## config.mk

```make
export PLATFORM = sky130hd
export DESIGN_NAME = accum_bank
export DESIGN_NICKNAME = d
export VERILOG_FILES = /design/src/rtl/accum_pkg.sv /design/src/rtl/accum_add_sat.sv /design/src/rtl/accum_bank.sv
export SDC_FILE = /design/constraint.sdc
export NUM_CORES = 1
export LEC_CHECK = 0
export BUFFER_PORTS_ARGS = -buffer_cell sky130_fd_sc_hd__buf_2
export CAP_MARGIN = 20
export CORE_ASPECT_RATIO = 1.5
export CORE_MARGIN = 1
export CORE_UTILIZATION = 39
export DETAILED_ROUTE_END_ITERATION = 6
export PLACE_DENSITY = 0.65
export SLEW_MARGIN = 20
export SYNTH_ARGS = -nofsm -noshare
export SYNTH_HDL_FRONTEND = slang
export SYNTH_SLANG_ARGS = --single-unit
```

## constraint.sdc

```tcl
create_clock -name clk -period 3.4 [get_ports clk]
set_input_delay 0.51 -clock clk [delete_from_list [all_inputs] [get_ports clk]]
set_output_delay 0.51 -clock clk [all_outputs]
set_load 0.01 [all_outputs]
```

## src/rtl/accum_pkg.sv

```systemverilog
`default_nettype none
// ============================================================================
// Module      : accum_pkg
// Description : Shared types and helpers for the accum_bank accumulator bank.
//               - state_t   : sweep FSM states (RUN, CLEAR)
//               - calc_cw   : channel-index width, max(1, clog2(n))
//               - sat_max / sat_min : two's complement limits for a w-bit
//                 accumulator, returned 64 bits wide for slicing by callers
// Revision    : 1.0 - initial release
// ============================================================================
package accum_pkg;

  typedef enum logic [0:0] {
    ST_RUN   = 1'b0,
    ST_CLEAR = 1'b1
  } state_t;

  // Width of a channel index; a single channel still needs a 1-bit port.
  function automatic int calc_cw(input int n);
    int w;
    w = 1;
    while ((1 << w) < n) w++;
    return w;
  endfunction

  // Largest positive value of a w-bit two's complement number.
  function automatic logic [63:0] sat_max(input int w);
    return (64'd1 << (w - 1)) - 64'd1;
  endfunction

  // Most negative value of a w-bit two's complement number (low w bits).
  function automatic logic [63:0] sat_min(input int w);
    return ~sat_max(w);
  endfunction

endpackage : accum_pkg
`default_nettype wire

```

## src/rtl/accum_add_sat.sv

```systemverilog
`default_nettype none
// ============================================================================
// Module      : accum_add_sat
// Description : Combinational signed add/subtract with overflow detection.
//               Optional macro ACCUM_SATURATE_EN: clamp the result to the
//               signed limits on overflow; otherwise the result wraps.
// Ports       : i_a    [ACC_W]  accumulator operand
//               i_b    [ACC_W]  sign-extended sample
//               i_sub           1: a - b, 0: a + b
//               o_sum  [ACC_W]  result (wrapped or clamped)
//               o_ovf           signed overflow of the ACC_W-bit result
// Revision    : 1.0 - initial release
// ============================================================================
module accum_add_sat
  import accum_pkg::*;
#(
  parameter int ACC_W = 16
) (
  input  logic [ACC_W-1:0] i_a,
  input  logic [ACC_W-1:0] i_b,
  input  logic             i_sub,
  output logic [ACC_W-1:0] o_sum,
  output logic             o_ovf
);

  localparam logic [63:0]      c_max64   = sat_max(ACC_W);
  localparam logic [63:0]      c_min64   = sat_min(ACC_W);
  localparam logic [ACC_W-1:0] c_sat_max = c_max64[ACC_W-1:0];
  localparam logic [ACC_W-1:0] c_sat_min = c_min64[ACC_W-1:0];

  logic [ACC_W:0] w_a_ext;
  logic [ACC_W:0] w_b_ext;
  logic [ACC_W:0] w_res;

  always_comb begin
    w_a_ext = {i_a[ACC_W-1], i_a};
    w_b_ext = {i_b[ACC_W-1], i_b};
    w_res   = i_sub ? (w_a_ext - w_b_ext) : (w_a_ext + w_b_ext);
    // One guard bit: the true result fits in ACC_W bits only when the
    // guard bit matches the ACC_W-bit sign.
    o_ovf   = w_res[ACC_W] ^ w_res[ACC_W-1];
`ifdef ACCUM_SATURATE_EN
    // Guard bit carries the true sign of the unbounded result.
    if (o_ovf) begin
      o_sum = w_res[ACC_W] ? c_sat_min : c_sat_max;
    end else begin
      o_sum = w_res[ACC_W-1:0];
    end
`else
    o_sum = w_res[ACC_W-1:0];
`endif
  end

endmodule : accum_add_sat
`default_nettype wire

```

## src/rtl/accum_bank.sv

```systemverilog
`default_nettype none
// ============================================================================
// Module      : accum_bank
// Description : Bank of CHANNELS independent signed ACC_W-bit accumulators
//               fed by a valid/ready sample port, with per-channel sticky
//               overflow flags, a registered read port and a clear-all sweep
//               that zeroes one channel per cycle.
//               Optional macro ACCUM_SATURATE_EN (in accum_add_sat): clamp
//               instead of wrap on overflow.
// Ports       : clk, rst                 clock, synchronous active-high reset
//               i_in_valid/o_in_ready    sample handshake (ready while RUN)
//               i_in_ch, i_in_data       target channel, signed sample
//               i_in_sub                 1: subtract, 0: add
//               i_clr_all, o_busy        start clear sweep / sweep running
//               i_rd_en, i_rd_ch         read request and channel
//               o_rd_valid, o_rd_data,   registered read response
//               o_rd_ovf
// Revision    : 1.0 - initial release
// ============================================================================
module accum_bank
  import accum_pkg::*;
#(
  parameter  int ACC_W    = 16,
  parameter  int IN_W     = 8,
  parameter  int CHANNELS = 4,
  localparam int CW       = calc_cw(CHANNELS)
) (
  input  logic             clk,
  input  logic             rst,
  input  logic             i_in_valid,
  output logic             o_in_ready,
  input  logic [CW-1:0]    i_in_ch,
  input  logic [IN_W-1:0]  i_in_data,
  input  logic             i_in_sub,
  input  logic             i_clr_all,
  output logic             o_busy,
  input  logic             i_rd_en,
  input  logic [CW-1:0]    i_rd_ch,
  output logic             o_rd_valid,
  output logic [ACC_W-1:0] o_rd_data,
  output logic             o_rd_ovf
);

  localparam logic [CW:0]   c_chan = (CW + 1)'(CHANNELS);
  localparam logic [CW-1:0] c_last = CW'(CHANNELS - 1);

  state_t           r_state;
  state_t           w_state_next;
  logic [CW-1:0]    r_idx;
  logic [ACC_W-1:0] r_acc [CHANNELS];
  logic [CHANNELS-1:0] r_ovf;

  logic             w_accept;
  logic             w_in_ok;
  logic             w_wr;
  logic             w_rd_ok;
  logic [ACC_W-1:0] w_a;
  logic [ACC_W-1:0] w_b;
  logic [ACC_W-1:0] w_sum;
  logic             w_add_ovf;

  assign o_in_ready = (r_state == ST_RUN);
  assign o_busy     = (r_state == ST_CLEAR);

  // Out-of-range channels are still handshaken, just never written.
  assign w_accept = i_in_valid & o_in_ready;
  assign w_in_ok  = ({1'b0, i_in_ch} < c_chan);
  assign w_wr     = w_accept & w_in_ok;
  assign w_rd_ok  = ({1'b0, i_rd_ch} < c_chan);

  assign w_a = w_in_ok ? r_acc[i_in_ch] : '0;
  assign w_b = ACC_W'(signed'(i_in_data));

  accum_add_sat #(
    .ACC_W (ACC_W)
  ) u_add (
    .i_a   (w_a),
    .i_b   (w_b),
    .i_sub (i_in_sub),
    .o_sum (w_sum),
    .o_ovf (w_add_ovf)
  );

  // FSM next state
  always_comb begin
    w_state_next = r_state;
    case (r_state)
      ST_RUN:   if (i_clr_all) w_state_next = ST_CLEAR;
      ST_CLEAR: if (r_idx == c_last) w_state_next = ST_RUN;
      default:  w_state_next = ST_RUN;
    endcase
  end

  // FSM state and sweep index; idx rests at 0 so a sweep always starts there.
  always_ff @(posedge clk) begin
    if (rst) begin
      r_state <= ST_RUN;
      r_idx   <= '0;
    end else begin
      r_state <= w_state_next;
      if (r_state == ST_CLEAR && r_idx != c_last) begin
        r_idx <= r_idx + 1'b1;
      end else begin
        r_idx <= '0;
      end
    end
  end

  // Accumulator and flag arrays. Writes happen only in RUN and sweep clears
  // only in CLEAR, so a sample accepted alongside clr_all lands first and is
  // then wiped by the sweep.
  always_ff @(posedge clk) begin
    if (rst) begin
      for (int c = 0; c < CHANNELS; c++) begin
        r_acc[c] <= '0;
      end
      r_ovf <= '0;
    end else begin
      for (int c = 0; c < CHANNELS; c++) begin
        if (r_state == ST_CLEAR && r_idx == CW'(c)) begin
          r_acc[c] <= '0;
          r_ovf[c] <= 1'b0;
        end else if (w_wr && i_in_ch == CW'(c)) begin
          r_acc[c] <= w_sum;
          r_ovf[c] <= r_ovf[c] | w_add_ovf;
        end
      end
    end
  end

  // Read stage samples pre-edge contents (read-before-write).
  always_ff @(posedge clk) begin
    if (rst) begin
      o_rd_valid <= 1'b0;
      o_rd_data  <= '0;
      o_rd_ovf   <= 1'b0;
    end else begin
      o_rd_valid <= i_rd_en;
      if (i_rd_en) begin
        o_rd_data <= w_rd_ok ? r_acc[i_rd_ch] : '0;
        o_rd_ovf  <= w_rd_ok ? r_ovf[i_rd_ch] : 1'b0;
      end
    end
  end

endmodule : accum_bank
`default_nettype wire

```

* Yosys cells after proc, flatten, opt, wreduce, memory -nomap -nowiden
Memories as Yosys holds them, arrays and structs flattened. A register that Yosys moved wholly into a read port is not among the register bits.
Cells that the tools add are included.
** Storage, ports and cells
- Flip-flop bits (word level) :: 9
- Logic and storage cells :: 96
- Output and inout port bits :: 20
- Memories kept :: 1
- Input bits :: 18
- Bits in writable memories :: 64
** Memories
- r_acc :: depth 4, bits a word 16, read ports 2, clocked after Yosys merged registers in 1, write ports 4, line accum_bank.sv:50 : logic [ACC_W-1:0] r_acc [CHANNELS];
** Cells by class
- Reductions and logical operators :: 16
- Bitwise logic cells :: 16
- Multiplexer cells :: 44
- $add $sub $neg :: 3
- Equality and inequality tests :: 7
- Magnitude comparators :: 1
** Operators with widths (count)
- two-way mux 16 bit :: 8
- two-way mux 1 bit :: 33
- adder 16 x 8 -> 17 bit :: 1
- two-way mux 17 bit :: 1
- subtractor 16 x 8 -> 17 bit :: 1
- OR 1 bit :: 12
- OR reduction 2 bit :: 5
- logical AND 1 bit :: 9
- == test 2 bit, second input constant :: 4
- == test 2 x 1 -> 1 bit, second input constant :: 2
- zero test 2 bit :: 2
- less-than comparator 2 x 3 -> 1 bit, second input constant :: 1
- adder 2 x 1 -> 2 bit, second input constant :: 1
- binary-select mux 1 bit (select 2 bit) :: 1
- != test 2 bit, second input constant :: 1
- NOT 1 bit :: 2
- one-hot mux 1 bit (2 select lines) :: 1
- bitwise AND 1 bit :: 1
- bitwise XOR 1 bit :: 1

* Longest topological paths before layout
- Depth after elaboration :: 8
- Gate-level depth with buffers :: 15
- Mapped depth without buffers :: 15

* Modules after synthesis
Synthesis repeated with hierarchy kept, for this count alone.
** Unflattened totals
- Cells, all modules :: 424
- Area, all modules :: 5248.8 um2
** Modules (own cells, without submodules)
- accum_bank :: area each 4185.3 um2, seq. area each 2422.3 um2, instances 1, cells each 278
- accum_add_sat :: area each 1063.5 um2, seq. area each 0.0 um2, instances 1, cells each 146

* Worst setup path after synthesis
No wires, ideal clock.
- Path type :: input port to flip-flop
- Start :: in i_in_ch[0]
- End :: mem r_acc[3][14], data pin
- Buffers on the path :: 1
- Stages on the path :: 13
- Slack :: 0.007 ns
- Data required time :: 3.137 ns
- Arrival :: 3.130 ns
- Cells stage by stage :: buf_2 -> mux4_2 -> inv_1 -> ha_1 -> inv_1 -> fa_1 -> a211oi_1 -> nor2_1 -> a41oi_2 -> o21ai_1 -> a41o_1 -> xnor2_2 -> nor2_1
** RTL lines
- start: declaration :: line accum_bank.sv:32 : input logic [CW-1:0] i_in_ch,
- end: declaration :: line accum_bank.sv:50

* Worst setup path in the final report
- Start :: in i_in_ch[0]
- End :: reg r_ovf[1]
** On the way
- Word-level cells in the longest chain between the ends :: 5
- Elaborated cells on any way between the ends :: 8
** Ends and longest elaborated chain
- memory read (4 x 16 bit)
- adder 16 x 8 -> 17 bit or subtractor 16 x 8 -> 17 bit (tied branches) :: line accum_add_sat.sv:38 : w_res = i_sub ? (w_a_ext - w_b_ext) : (w_a_ext + w_b_ext);
- two-way mux 17 bit :: line accum_add_sat.sv:38
- bitwise XOR 1 bit :: line accum_add_sat.sv:41 : o_ovf = w_res[ACC_W] ^ w_res[ACC_W-1];
- OR 1 bit :: line accum_bank.sv:125 : r_ovf[c] <= r_ovf[c] | w_add_ovf;
- end signal: indexed assignment :: line accum_bank.sv:125
- end: declaration :: line accum_bank.sv:51 : logic [CHANNELS-1:0] r_ovf;
Parallel ways exist; a longest one is shown, timed or not.
A chain may end at the register's enable or synchronous reset.

==> impl_metrics.ini <==
[run_status]
status = finished, final reports clean

[worst_setup_path]
critPathRequiredTime_ns = 3.63
crit_arrival_ns = 3.30
end_kind = register
crit_type = primary input to register
crit_path_start_kind = primary input
path_max_fanout = 8

[drt]
drt_iter0_drc = 251
drtAntennaViolNets = 0
vias = 3540
routedWlPerCell_um = 18.9
drc = 0
drt_pre_antenna_iters = 5
wirelength_um = 12100
vias_per_cell = 5.52

[final_layout]
area_delta_synth_final_pct = 16.5
n_antenna_cell = 0
layout-drive-gt1-share_pct = 26.2
final_nets = 522
design_area_um2 = 5830
nFillCells = 1174
final_cell_mix = nor2_1, edfxtp_1, buf_2
layout_commonest_cell = nor2_1
finalNonFillerCells = 641

[synth]
synth_area_per_cell_um2 = 11.9
synth-seq-area-share_pct = 48.4
synth_top_family_by_area = multiplexers
synth_compound_area_share_pct = 8.23
synth_largest_area_cell = edfxtp_1
synthSimpleGateAreaFrac_pct = 11.4
synth.area.mux_share_pct = 18.5
synthesis.nets = 464
synth_area_um2 = 5000
synthDistinctLibCells = 40
synth_top_area_share_pct = 38.4
yosysWarnings = 0
ys_seq_elements = 89
synthTopCellsByArea = edfxtp_1, mux4_2, dfxtp_1, nor2_1, ha_1
synth_adder_area_share_pct = 6.15
synthXorXnorAreaFrac_pct = 4.43
syn-instance-count = 422

[power]
power.density_nw_per_um2 = 517
peakVddDrop_mv = 0.325
leakagePower_nw = 2.43

[clocking]
clock_path_buffers = 2
clk_latency_ns = 0.34
cts_made_buffers = 9
hold_buffers = 0
clkTransAtPathRegs_ns = 0.06
cts_sinks = 89
root_buffer = clkbuf_16
h-tree-depth = 3
cts_tree = yes

[placed_design]
routabilityCongestion = 0.884
dp_hpwl_um = 8860
dpl_cell_area_um2 = 5530
portBuffers = 37
dp_slack_ns = -0.0422
dp.cells = 625

[flow_run]
maxCapViolCount = 0

[timing]
max-slew-margin-rel_pct = 39.1
fin_hold_ws_ns = 0.365
max_clock_freq_mhz = 326
worst_pin_slew_ns = 0.910
skew_ns = 0.00876
post-route-period-util_pct = 90.2
final.setup.worst_slack_ns = 0.332
grt_setup_unrepaired = no
setup_violations = 0
drv_slew = 0
tns_ns = 0
period_needed_ns = 3.07
hold_viol_final = 0

[global_routing]
grt_pass1_vias = 3724
antenna_found_initial = 0
grt_overflow_total = 0
groute.usage.overall_pct = 19.9
grt_max_degree = 27
grt_pass1_wl_um = 19000

[floorplan]
die_x_um = 94.5
core-area_um2 = 12500
start_util_pct = 40.0
fp.dieH_um = 141
die_area_um2 = 13300
io-pin-count = 38
fp-row-count = 50

[hold_path]
hp-class = primary input to register
==> Yosys cell counts, drive strengths merged <==
library cell and instances:
nor2 90, edfxtp 64, mux4 33, a21oi 29, dfxtp 25, ha 23, nand2 21, mux2i 18
inv 17, clkbuf 16, xnor2 14, o21ai 11, nor3 7, xor2 7, a21o 6, a22o 5
buf 5, nand3 4, nor2b 3, o21a 3, a211oi 2, and2 2, nand2b 2, nand4 2
nor4 2, o21bai 2, or3 2, a221oi 1, a41o 1, a41oi 1, fa 1, nor4b 1
o211ai 1, or2 1
==> critical path, stage by stage <==
cell	delay, ns
buf_2	0.16
buf_4	0.24
mux4_2	0.57
ha_1	0.33
a21oi_1	0.25
o21bai_1	0.09
a221oi_1	0.38
o21ai_1	0.17
xnor2_2	0.17
xnor2_2	0.18
a22o_1	0.23
==> final timing paths <==
check / from / to / slack (ns) / depth (start not counted)
setup reg to reg: r_acc[0][0] / r_acc[1][14] / 0.36 / 12
setup / recovery: i_in_ch[0] / r_ovf[1] / 0.33 / 11
hold reg to reg: o_rd_data[12] / o_rd_data[12] / 0.49 / 2
hold / removal: i_clr_all / o_busy / 0.37 / 2
==> flip-flops by register name, indices dropped and copies added (netlist names) <==
name	flops
o_busy	1
o_rd_data	16
o_rd_ovf	1
o_rd_valid	1
r_acc	64
r_idx	2
r_ovf	4
==> what timing repair did <==
item	CTS	global route
endpoints found under the setup margin	0	6
buffers inserted	0	0
resized for setup	0	2
==> cells by family (layout without fill, tap and decap cells) <==
group,count (synthesis),in the layout
and+or+nand+nor,137,137
buffers and inverters,38,101
DFF,89,89
AOI/OAI and AO/OA,62,62
adders and majority gates,24,24
xor gates and xnor gates,21,21
muxes,51,51
==> layout make-up <==
cell class | count | area [um^2] | share of cell area [%]
inverters | 17 | 63.8 | 1.09
flip-flops and latches | 89 | 2420 | 41.5
clock buffers | 10 | 229 | 3.93
well taps | 156 | 195 | 3.35
multi-input cells | 295 | 2440 | 41.9
repair buffers | 68 | 418 | 7.17
clock inverters | 6 | 58.8 | 1.01
==> per-stage QoR <==
stage / total power [mW] / utilization (%)
floorplan: 1.80 / -
global placement: 2.06 / 44.2
detailed placement: 2.08 / 44.2
CTS: 3.04 / 46.5
global route: 3.15 / 46.6
finish: 3.02 / 46.6
==> power by group <==
group / leakage [nW] / internal (mW) / total (mW) / switching [mW]
registers: 0.881 / 1.24 / 1.28 / 0.0360
clock network: 0.138 / 0.564 / 0.961 / 0.396
logic: 1.41 / 0.343 / 0.778 / 0.436
total: 2.43 / 2.15 / 3.02 / 0.868
==> metal layers <==
metal | track usage (%) | vias to the layer above | part of all wire (%) | wire length (um)
li1 | - | 1659 | - | -
met1 | 19.2 | 1742 | 32 | 3930
met2 | 37.2 | 102 | 57 | 6870
met3 | 2.91 | 37 | 4.9 | 596
met4 | 14.8 | 0 | 6.2 | 748
met5 | 0 | - | 0 | 0
No activity file was read; power rests on OpenSTA's default activity.
